$ cat src/rtl/morse_pkg.sv
// Shared types and constants for the Morse frame builder.
package morse_pkg;

  localparam int FRAME_SLOTS_DEF = 75;
  localparam int GAP_LETTER_DEF  = 3;
  localparam int DASH_LEN_DEF    = 3;

  localparam logic [5:0] CODE_A          = 6'd0;
  localparam logic [5:0] CODE_DIGIT0     = 6'd26;
  localparam logic [5:0] CODE_WORD_SPACE = 6'd36;

  typedef enum logic [2:0] {
    ST_IDLE,
    ST_CHECK,
    ST_GAP,
    ST_ELEM,
    ST_DONE
  } state_t;

  // pattern bit 0 is the first element sent; a 1 is a dash
  typedef struct packed {
    logic [2:0] len;
    logic [4:0] pattern;
  } morse_entry_t;

endpackage

$ cat src/rtl/morse_rom.sv
// Character code to Morse entry lookup; len=0 marks codes with no glyph.
module morse_rom
  import morse_pkg::*;
(
  input  logic [5:0]   i_code,
  output morse_entry_t o_entry
);

  always_comb begin
    o_entry = {3'd0, 5'b00000};
    case (i_code)
      CODE_A: o_entry = {3'd2, 5'b00010}; // A .-
      6'd1:   o_entry = {3'd4, 5'b00001}; // B -...
      6'd2:   o_entry = {3'd4, 5'b00101}; // C -.-.
      6'd3:   o_entry = {3'd3, 5'b00001}; // D -..
      6'd4:   o_entry = {3'd1, 5'b00000}; // E .
      6'd5:   o_entry = {3'd4, 5'b00100}; // F ..-.
      6'd6:   o_entry = {3'd3, 5'b00011}; // G --.
      6'd7:   o_entry = {3'd4, 5'b00000}; // H ....
      6'd8:   o_entry = {3'd2, 5'b00000}; // I ..
      6'd9:   o_entry = {3'd4, 5'b01110}; // J .---
      6'd10:  o_entry = {3'd3, 5'b00101}; // K -.-
      6'd11:  o_entry = {3'd4, 5'b00010}; // L .-..
      6'd12:  o_entry = {3'd2, 5'b00011}; // M --
      6'd13:  o_entry = {3'd2, 5'b00001}; // N -.
      6'd14:  o_entry = {3'd3, 5'b00111}; // O ---
      6'd15:  o_entry = {3'd4, 5'b00110}; // P .--.
      6'd16:  o_entry = {3'd4, 5'b01011}; // Q --.-
      6'd17:  o_entry = {3'd3, 5'b00010}; // R .-.
      6'd18:  o_entry = {3'd3, 5'b00000}; // S ...
      6'd19:  o_entry = {3'd1, 5'b00001}; // T -
      6'd20:  o_entry = {3'd3, 5'b00100}; // U ..-
      6'd21:  o_entry = {3'd4, 5'b01000}; // V ...-
      6'd22:  o_entry = {3'd3, 5'b00110}; // W .--
      6'd23:  o_entry = {3'd4, 5'b01001}; // X -..-
      6'd24:  o_entry = {3'd4, 5'b01101}; // Y -.--
      6'd25:  o_entry = {3'd4, 5'b00011}; // Z --..
      CODE_DIGIT0: o_entry = {3'd5, 5'b11111}; // 0 -----
      6'd27:  o_entry = {3'd5, 5'b11110}; // 1 .----
      6'd28:  o_entry = {3'd5, 5'b11100}; // 2 ..---
      6'd29:  o_entry = {3'd5, 5'b11000}; // 3 ...--
      6'd30:  o_entry = {3'd5, 5'b10000}; // 4 ....-
      6'd31:  o_entry = {3'd5, 5'b00000}; // 5 .....
      6'd32:  o_entry = {3'd5, 5'b00001}; // 6 -....
      6'd33:  o_entry = {3'd5, 5'b00011}; // 7 --...
      6'd34:  o_entry = {3'd5, 5'b00111}; // 8 ---..
      6'd35:  o_entry = {3'd5, 5'b01111}; // 9 ----.
      default: o_entry = {3'd0, 5'b00000};
    endcase
  end

endmodule

$ cat src/rtl/morse_frame_builder.sv
// Expands character codes into Morse on/off slots packed LSB-first into a frame.
// Optional word space (code 36) enabled by defining MORSE_WORD_SPACE_EN.
module morse_frame_builder
  import morse_pkg::*;
#(
  parameter int FRAME_SLOTS = FRAME_SLOTS_DEF,
  parameter int GAP_LETTER  = GAP_LETTER_DEF,
  parameter int DASH_LEN    = DASH_LEN_DEF
) (
  input  logic                   clk,
  input  logic                   rst,
  input  logic                   char_valid,
  input  logic [5:0]             char_code,
  output logic                   char_ready,
  input  logic                   commit,
  output logic [FRAME_SLOTS-1:0] beep_bit,
  output logic [6:0]             wid,
  output logic                   frame_valid,
  output logic                   overflow
);

  // state | meaning
  // IDLE  | waiting for a character or a commit
  // CHECK | glyph lookup and fit check
  // GAP   | writing inter-letter low slots
  // ELEM  | writing glyph slots
  // DONE  | applying any pending commit
  localparam int GLYPH_W = 5 * DASH_LEN + 4;
  localparam logic [GLYPH_W-1:0] DOT_MASK   = GLYPH_W'(1);
  localparam logic [GLYPH_W-1:0] DASH_MASK  = GLYPH_W'((1 << DASH_LEN) - 1);
  localparam logic [7:0]         GAP_W      = 8'(GAP_LETTER);
  localparam logic [7:0]         WORD_GAP_W = 8'd7;
  localparam logic [7:0]         SLOTS_W    = 8'(FRAME_SLOTS);

  state_t                 r_state;
  logic [5:0]             r_code;
  logic [6:0]             r_ptr;
  logic [7:0]             r_gap_cnt;
  logic [7:0]             r_rem;
  logic [GLYPH_W-1:0]     r_glyph;
  logic                   r_commit_pend;
  logic                   r_after_space;
  logic                   r_ready;
  logic [FRAME_SLOTS-1:0] r_beep;
  logic [6:0]             r_wid;
  logic                   r_frame_valid;
  logic                   r_overflow;

  morse_entry_t       w_entry;
  logic [GLYPH_W-1:0] w_glyph;
  logic [7:0]         w_glyph_len;
  logic               w_is_space;
  logic               w_ignored;
  logic [7:0]         w_s;
  logic [7:0]         w_g;
  logic               w_fits;
  logic               w_commit_go;

  morse_rom u_rom (
    .i_code  (r_code),
    .o_entry (w_entry)
  );

  // Flatten the element list into a contiguous slot pattern, bit 0 first.
  always_comb begin
    w_glyph     = '0;
    w_glyph_len = '0;
    for (int i = 0; i < 5; i++) begin
      if (3'(i) < w_entry.len) begin
        if (i != 0) w_glyph_len = w_glyph_len + 8'd1;
        if (w_entry.pattern[i]) begin
          w_glyph     = w_glyph | (DASH_MASK << w_glyph_len);
          w_glyph_len = w_glyph_len + 8'(DASH_LEN);
        end else begin
          w_glyph     = w_glyph | (DOT_MASK << w_glyph_len);
          w_glyph_len = w_glyph_len + 8'd1;
        end
      end
    end
  end

`ifdef MORSE_WORD_SPACE_EN
  assign w_is_space = (r_code == CODE_WORD_SPACE) && (r_ptr != 7'd0);
`else
  assign w_is_space = 1'b0;
`endif

  // A word space already separates letters, so the next letter skips its gap.
  assign w_ignored   = (w_entry.len == 3'd0) && !w_is_space;
  assign w_s         = w_is_space ? WORD_GAP_W : w_glyph_len;
  assign w_g         = ((r_ptr == 7'd0) || r_after_space || w_is_space) ? 8'd0 : GAP_W;
  assign w_fits      = ({1'b0, r_ptr} + w_g + w_s) <= SLOTS_W;
  assign w_commit_go = (r_commit_pend || commit) && (r_ptr != 7'd0) && !r_frame_valid;

  always_ff @(posedge clk or posedge rst) begin
    if (rst) begin
      r_state       <= ST_IDLE;
      r_code        <= '0;
      r_ptr         <= '0;
      r_gap_cnt     <= '0;
      r_rem         <= '0;
      r_glyph       <= '0;
      r_commit_pend <= 1'b0;
      r_after_space <= 1'b0;
      r_ready       <= 1'b1;
      r_beep        <= '0;
      r_wid         <= '0;
      r_frame_valid <= 1'b0;
      r_overflow    <= 1'b0;
    end else begin
      if (commit && (r_state != ST_IDLE)) r_commit_pend <= 1'b1;
      case (r_state)
        ST_IDLE: begin
          if (char_valid) begin
            r_code        <= char_code;
            r_commit_pend <= commit;
            r_ready       <= 1'b0;
            r_state       <= ST_CHECK;
            if (r_frame_valid) begin
              r_beep        <= '0;
              r_ptr         <= '0;
              r_overflow    <= 1'b0;
              r_frame_valid <= 1'b0;
              r_after_space <= 1'b0;
            end
          end else if (commit && (r_ptr != 7'd0) && !r_frame_valid) begin
            r_wid         <= r_ptr - 7'd1;
            r_frame_valid <= 1'b1;
          end
        end
        ST_CHECK: begin
          if (w_ignored) begin
            if (w_commit_go) begin
              r_wid         <= r_ptr - 7'd1;
              r_frame_valid <= 1'b1;
            end
            r_commit_pend <= 1'b0;
            r_ready       <= 1'b1;
            r_state       <= ST_IDLE;
          end else if (!w_fits) begin
            r_overflow <= 1'b1;
            r_state    <= ST_DONE;
          end else begin
            r_glyph       <= w_is_space ? '0 : w_glyph;
            r_rem         <= w_s;
            r_gap_cnt     <= w_g;
            r_after_space <= w_is_space;
            r_state       <= (w_g == 8'd0) ? ST_ELEM : ST_GAP;
          end
        end
        ST_GAP: begin
          r_beep[r_ptr] <= 1'b0;
          r_ptr         <= r_ptr + 7'd1;
          r_gap_cnt     <= r_gap_cnt - 8'd1;
          if (r_gap_cnt == 8'd1) r_state <= ST_ELEM;
        end
        ST_ELEM: begin
          r_beep[r_ptr] <= r_glyph[0];
          r_glyph       <= r_glyph >> 1;
          r_ptr         <= r_ptr + 7'd1;
          r_rem         <= r_rem - 8'd1;
          if (r_rem == 8'd1) r_state <= ST_DONE;
        end
        ST_DONE: begin
          if (w_commit_go) begin
            r_wid         <= r_ptr - 7'd1;
            r_frame_valid <= 1'b1;
          end
          r_commit_pend <= 1'b0;
          r_ready       <= 1'b1;
          r_state       <= ST_IDLE;
        end
        default: begin
          r_ready <= 1'b1;
          r_state <= ST_IDLE;
        end
      endcase
    end
  end

  assign char_ready  = r_ready;
  assign beep_bit    = r_beep;
  assign wid         = r_wid;
  assign frame_valid = r_frame_valid;
  assign overflow    = r_overflow;

endmodule

$ cat config.mk
export PLATFORM = sky130hd
export DESIGN_NAME = morse_frame_builder
export DESIGN_NICKNAME = d
export VERILOG_FILES = /design/src/rtl/morse_pkg.sv /design/src/rtl/morse_rom.sv /design/src/rtl/morse_frame_builder.sv
export SDC_FILE = /design/constraint.sdc
export NUM_CORES = 1
export LEC_CHECK = 0
export BUFFER_PORTS_ARGS = -buffer_cell sky130_fd_sc_hd__buf_2
export CORE_UTILIZATION = 35
export DETAILED_ROUTE_END_ITERATION = 8
export GPL_TIMING_DRIVEN = 0
export RECOVER_POWER = 50
export SETUP_SLACK_MARGIN = 0.15
export SLEW_MARGIN = 10
export SYNTH_ARGS = -nofsm -noshare
export SYNTH_HDL_FRONTEND = slang
export SYNTH_HIERARCHICAL = 1
export SYNTH_SLANG_ARGS = --single-unit
$ cat constraint.sdc
create_clock -name clk -period 10.9 [get_ports clk]
set_input_delay 1.635 -clock clk [delete_from_list [all_inputs] [get_ports clk]]
set_output_delay 1.635 -clock clk [all_outputs]
set_load 0.02 [all_outputs]
Yosys cells after proc, flatten, opt, wreduce, memory -nomap -nowiden

Memory sizes are Yosys's and may differ from the RTL's.
Index checks and enable logic that the tools add are counted.

Bits in registers: 138
Output and inout bits: 85
Memories: 1
Bits of input ports: 10
Logic and storage cells: 184
Memory bits (read-only): 512

Shift-type cells: 8
Bitwise operators: 11
Equality and inequality tests: 17
Add/sub/neg operators: 18
Reduce and logical (&&, ||, !) cells: 33
Magnitude comparators: 8
Multiplexer cells: 75

Memory list:

| memory           | depth | width | read ports | clocked after Yosys merged registers in | write ports | RTL line        | text |
|---|---|---|---|---|---|---|---|
| (name not given) | 64    | 8     | 1          | 0                                       | 0           | morse_rom.sv:11 | `case (i_code)` |

Operators with widths:

| cell                                                                   | number |
|---|---|
| 75-bit case mux with 3 select lines                                    | 1 |
| 19-bit two-way mux                                                     | 11 |
| 19-bit OR                                                              | 8 |
| 75-bit two-way mux                                                     | 2 |
| 8-bit two-way mux                                                      | 17 |
| 1-bit by 8-bit << shifter with 19-bit output (first input constant)    | 4 |
| 3-bit by 8-bit << shifter with 19-bit output (first input constant)    | 4 |
| 75-bit bitwise AND                                                     | 1 |
| 75-bit bitwise mux                                                     | 1 |
| 75-bit inverter                                                        | 1 |
| 8-bit by 1-bit adder with 8-bit output (second input constant)         | 8 |
| 7-bit two-way mux                                                      | 6 |
| 19-bit case mux with 2 select lines                                    | 1 |
| 8-bit by 2-bit adder with 8-bit output (second input constant)         | 4 |
| 8-bit case mux with 2 select lines                                     | 2 |
| 7-bit case mux with 3 select lines                                     | 1 |
| 3-bit AND reduction                                                    | 7 |
| 2-bit inequality test (second input constant)                          | 10 |
| 3-bit two-way mux                                                      | 6 |
| 1-bit two-way mux                                                      | 17 |
| 8-bit by 1-bit equality test with 1-bit output (second input constant) | 2 |
| 8-bit by 1-bit subtractor with 8-bit output (second input constant)    | 2 |
| 7-bit case mux with 2 select lines                                     | 1 |
| 3-bit case mux with 4 select lines                                     | 1 |
| 32 further kinds                                                       | 52 |

Logic depth before layout (Yosys ltp)

An unclocked memory read counts as a cell.

Depth after elaboration: 28
Mapped depth: 46
Mapped depth without buffers: 37

By module

Netlist, hierarchy kept.

Modules (own cells, without submodules):

| module              | area an instance (sq um) | seq. area each (sq um) | cells each | instances |
|---|---|---|---|---|
| morse_frame_builder | 9,023.7                  | 3,429.5                | 1,066      | 1 |
| morse_rom           | 598.1                    | 0.0                    | 84         | 1 |

Worst setup path before layout

Ideal clock, no wire load.

Path type: flip-flop to flip-flop
Start point: reg r_code[1]
End point: reg r_glyph[12]
Arrival time: 8,511 ps
Library setup time: 126 ps
Required time: 10,774 ps
Setup slack: 2,264 ps
Clock period less this slack: 8,636 ps
Cell stages (with the launch flop): 46
Path buffers: 9
Cells stage by stage: dfrtp_1 -> inv_1 -> ha_1 -> and2b_1 -> a211oi_1 -> o31a_1 -> o21ai_1 -> buf_6 -> or3_1 -> buf_6 -> clkinv_4 -> clkbuf_1 -> nor2_1 -> ha_1 -> clkbuf_1 -> nand3b_1 -> a21oi_1 -> nor2_4 -> [10 not listed] -> nor4_1 -> and4b_1 -> buf_4 -> nor3_2 -> xnor2_1 -> a21oi_1 -> ha_1 -> ha_1 -> inv_1 -> o21bai_1 -> a21oi_1 -> xnor2_1 -> a21oi_1 -> nor2b_1 -> clkbuf_1 -> clkbuf_1 -> o2111ai_1 -> nor3b_2

RTL lines:

| element                | RTL line                   | text |
|---|---|---|
| start, declared        | morse_frame_builder.sv:36  | `logic [5:0] r_code;` |
| start signal, assigned | morse_frame_builder.sv:115 | `r_code <= char_code;` |
| end signal, assigned   | morse_frame_builder.sv:144 | `r_glyph <= w_is_space ? '0 : w_glyph;` |
| end signal, assigned   | morse_frame_builder.sv:159 | `r_glyph <= r_glyph >> 1;` |
| end, declared          | morse_frame_builder.sv:40  | `logic [GLYPH_W-1:0] r_glyph;` |

==> impl_metrics.toml <==
[outcome]
outcome = "finished, violations left"
violations = "max-capacitance violations, max-slew violations"

[setup_path]
critPathMaxFanout = 13
end_kind = "register"
cp_top_family = "compound AO/OA/AOI/OAI gates"
arrival_ps = 10370
cpPeakStageDelay_ps = 510
cp_num_buf_inv = 9
crit_type = "reg -> reg"
crit_top_cell = "ha_1"
rr_endpoint = "r_glyph[13]$_DFFE_PP0P_"
r2r_slack_ps = 830
regToRegStartpoint = "r_code[1]$_DFFE_PP0P_"
slowest_stage = "dfrtp_1"
required_ps = 11200
startpoint_type = "register"
r2r_cells = 43

[die]
fp-row-count = 60
die_width_um = 167.8
ios = 95
dieHeight_um = 167.8
core_sq_um = 26950
fp.dieArea_sq_um = 28160
start_util_pct = 35.70

[synthesis]
synth-edff-count = 0
ys_seq_area_share_pct = 35.64
ys_types = 99
synth_top_area_share_pct = 35.37
avgSynthCellArea_sq_um = 8.367
syn_area_sq_um = 9622
synth_flop_cell = "dfrtp_1"
yosys.area.top_type = "dfrtp_1"
syn_nets = 1197
syn_inst = 1150
ys_warn_count = 6
synth_area_leaders = "dfrtp_1 35%, o21ai_0 6.6%, nand2_1 6.4%"
async_reset_ff_share_pct = 100.0
synth_seq_cells = 137
synthTopCellsByCount = "165 x nand2_1, 136 x dfrtp_1, 127 x o21ai_0, 106 x nor2_1, 66 x a22o_1"
synth_most_common_cell = "nand2_1"

[sta]
drv_slew = 140
slew_headroom_pct = -195.9
holdWs_ps = 485.1
fin_ws_ps = 830.3
min_period_ps = 10070
rsz0062_at_grt = "false"
worst_pin_slew_ps = 4439
finClkSkew_ps = 16.76
fin_tns_setup_ps = 0
setup-violations-final = 0
fin_crit_sh_pct = 92.38
hold_viol_final = 0
max_freq_ghz = 0.09931

[detailed_routing]
totalWireLength_um = 30220
ant_nets = 0
drt_iter0_markers = 1004
vias = 9324
drc = 0
vias_per_cell = 5.770
wl_per_cell_um = 18.70
dr.pass1.iters = 6

[final_layout]
area_growth_pct = 15.25
nets = 1309
regArea_sq_um = 3430
fin_util_pct = 41.15
drive_above_1_share_pct = 13.18
antenna_cells = 0
multiInputGateArea_sq_um = 5757
fillers = 2698

[clock_tree]
clkTransAtPathRegs_ps = 70
htree_levels = 4
postCtsSetupBuffers = 0
root_buffer = "clkbuf_16"
clock-sinks = 137
clkLatencyLatePin_ps = 430
cts_buffers = 17
cts_tree = "built"
clockBufferDepth = 2

[global_routing]
grt_pass1_wl_um = 47940
grt_max_degree = 82
track_usage_pct = 21.52
globalRoute.totalOverflow = 0
antenna_found_initial = 0
grt_pass1_vias = 8543

[worst_hold_path]
hold_class = "reg -> reg"
hold_end = "overflow$_DFFE_PP0P_"
hold_start = "overflow$_DFFE_PP0P_"
hold_depth = 1

[placed_design]
port-buffer-count = 93
gp_congestion = 0.8760
dpl.hpwl_um = 22070
dpl_worst_slack_ps = -187.4

[run]
cap_violations = 2
## timing repair
item / 4_1_cts / 5_1_grt
endpoints found under the setup margin: 28 / 32
hold buffers: 0 / 0
resized for setup: 3 / 13
## placed cells by master (no fill, tap or decap), drive strengths merged, types with 7 or more instances in the layout
cell type,synthesis,final
nor3,31,31
o31ai,12,12
or3,23,23
xor2,9,9
or2,7,7
inv,29,36
ha,34,34
xnor2,25,25
o21ai,135,135
a211oi,13,13
dfrtp,136,136
nand2b,20,20
buf,19,71
clkbuf,53,111
a21oi,51,51
mux2,9,9
a21o,9,9
nand2,166,166
nor2b,8,8
a22o,66,66
nor2,107,107
o211ai,17,17
mux2i,8,8
a31oi,16,16
nand3,35,35
## area by class of cell
class                   count  area share (%)
flip-flops and latches    137           30.93
clock inverters            15           1.568
clock buffers              17           3.836
inverters                  30           1.072
well taps                 341           3.847
repair buffers             94           3.768
multi-input cells         911           51.91
plain buffers              71           3.069
## worst max path at each step
stage | to | depth (start not counted) | from
2_1_floorplan | r_glyph[12]$_DFFE_PP0P_ | 45 | r_code[1]$_DFFE_PP0P_
3_3_place_gp | r_glyph[13]$_DFFE_PP0P_ | 44 | r_code[1]$_DFFE_PP0P_
5_1_grt | r_glyph[13]$_DFFE_PP0P_ | 45 | r_code[1]$_DFFE_PP0P_
4_1_cts | r_glyph[13]$_DFFE_PP0P_ | 43 | r_code[1]$_DFFE_PP0P_
6_report | r_glyph[13]$_DFFE_PP0P_ | 43 | r_code[1]$_DFFE_PP0P_
3_5_place_dp | r_glyph[13]$_DFFE_PP0P_ | 44 | r_code[1]$_DFFE_PP0P_
## state kept, by name, summed over array words and instances (netlist names)
name           cells
frame_valid        1
beep_bit          75
r_rem              8
wid                7
r_state            3
r_gap_cnt          8
r_code             6
overflow           1
r_commit_pend      1
r_ptr              7
char_ready         1
r_glyph           19
## cells by family after synthesis
| kind of cell | count (synthesis) | synth area share [%] |
|---|---|---|
| and+or+nand+nor | 436 | 21.63 |
| AOI/OAI and AO/OA | 387 | 27.89 |
| DFF | 137 | 35.64 |
| buffers and inverters | 102 | 4.694 |
| adders and majority gates | 37 | 5.046 |
| xor gates and xnor gates | 34 | 3.173 |
| muxes | 17 | 1.925 |
## per-stage QoR
| stage | cells | area, sq um |
|---|---|---|
| after CTS | 1616 | 11150 |
| after floorplan | 1150 | 9622 |
| after global routing | 1616 | 11090 |
| after detailed placement | 1585 | 10550 |
| after global placement | 1584 | 10510 |
| final | 1616 | 11090 |
## routing by layer
metal	part of all wire [%]	vias up	global-route usage, %
met5	0	-	0
met2	45	343	33.13
li1	-	4435	-
met1	47	4506	30.70
met3	5.8	40	3.056
met4	2.2	0	7.619
Power is not shown: default switching activity piles up to over one toggle a cycle in this logic, so the estimate is an artifact.
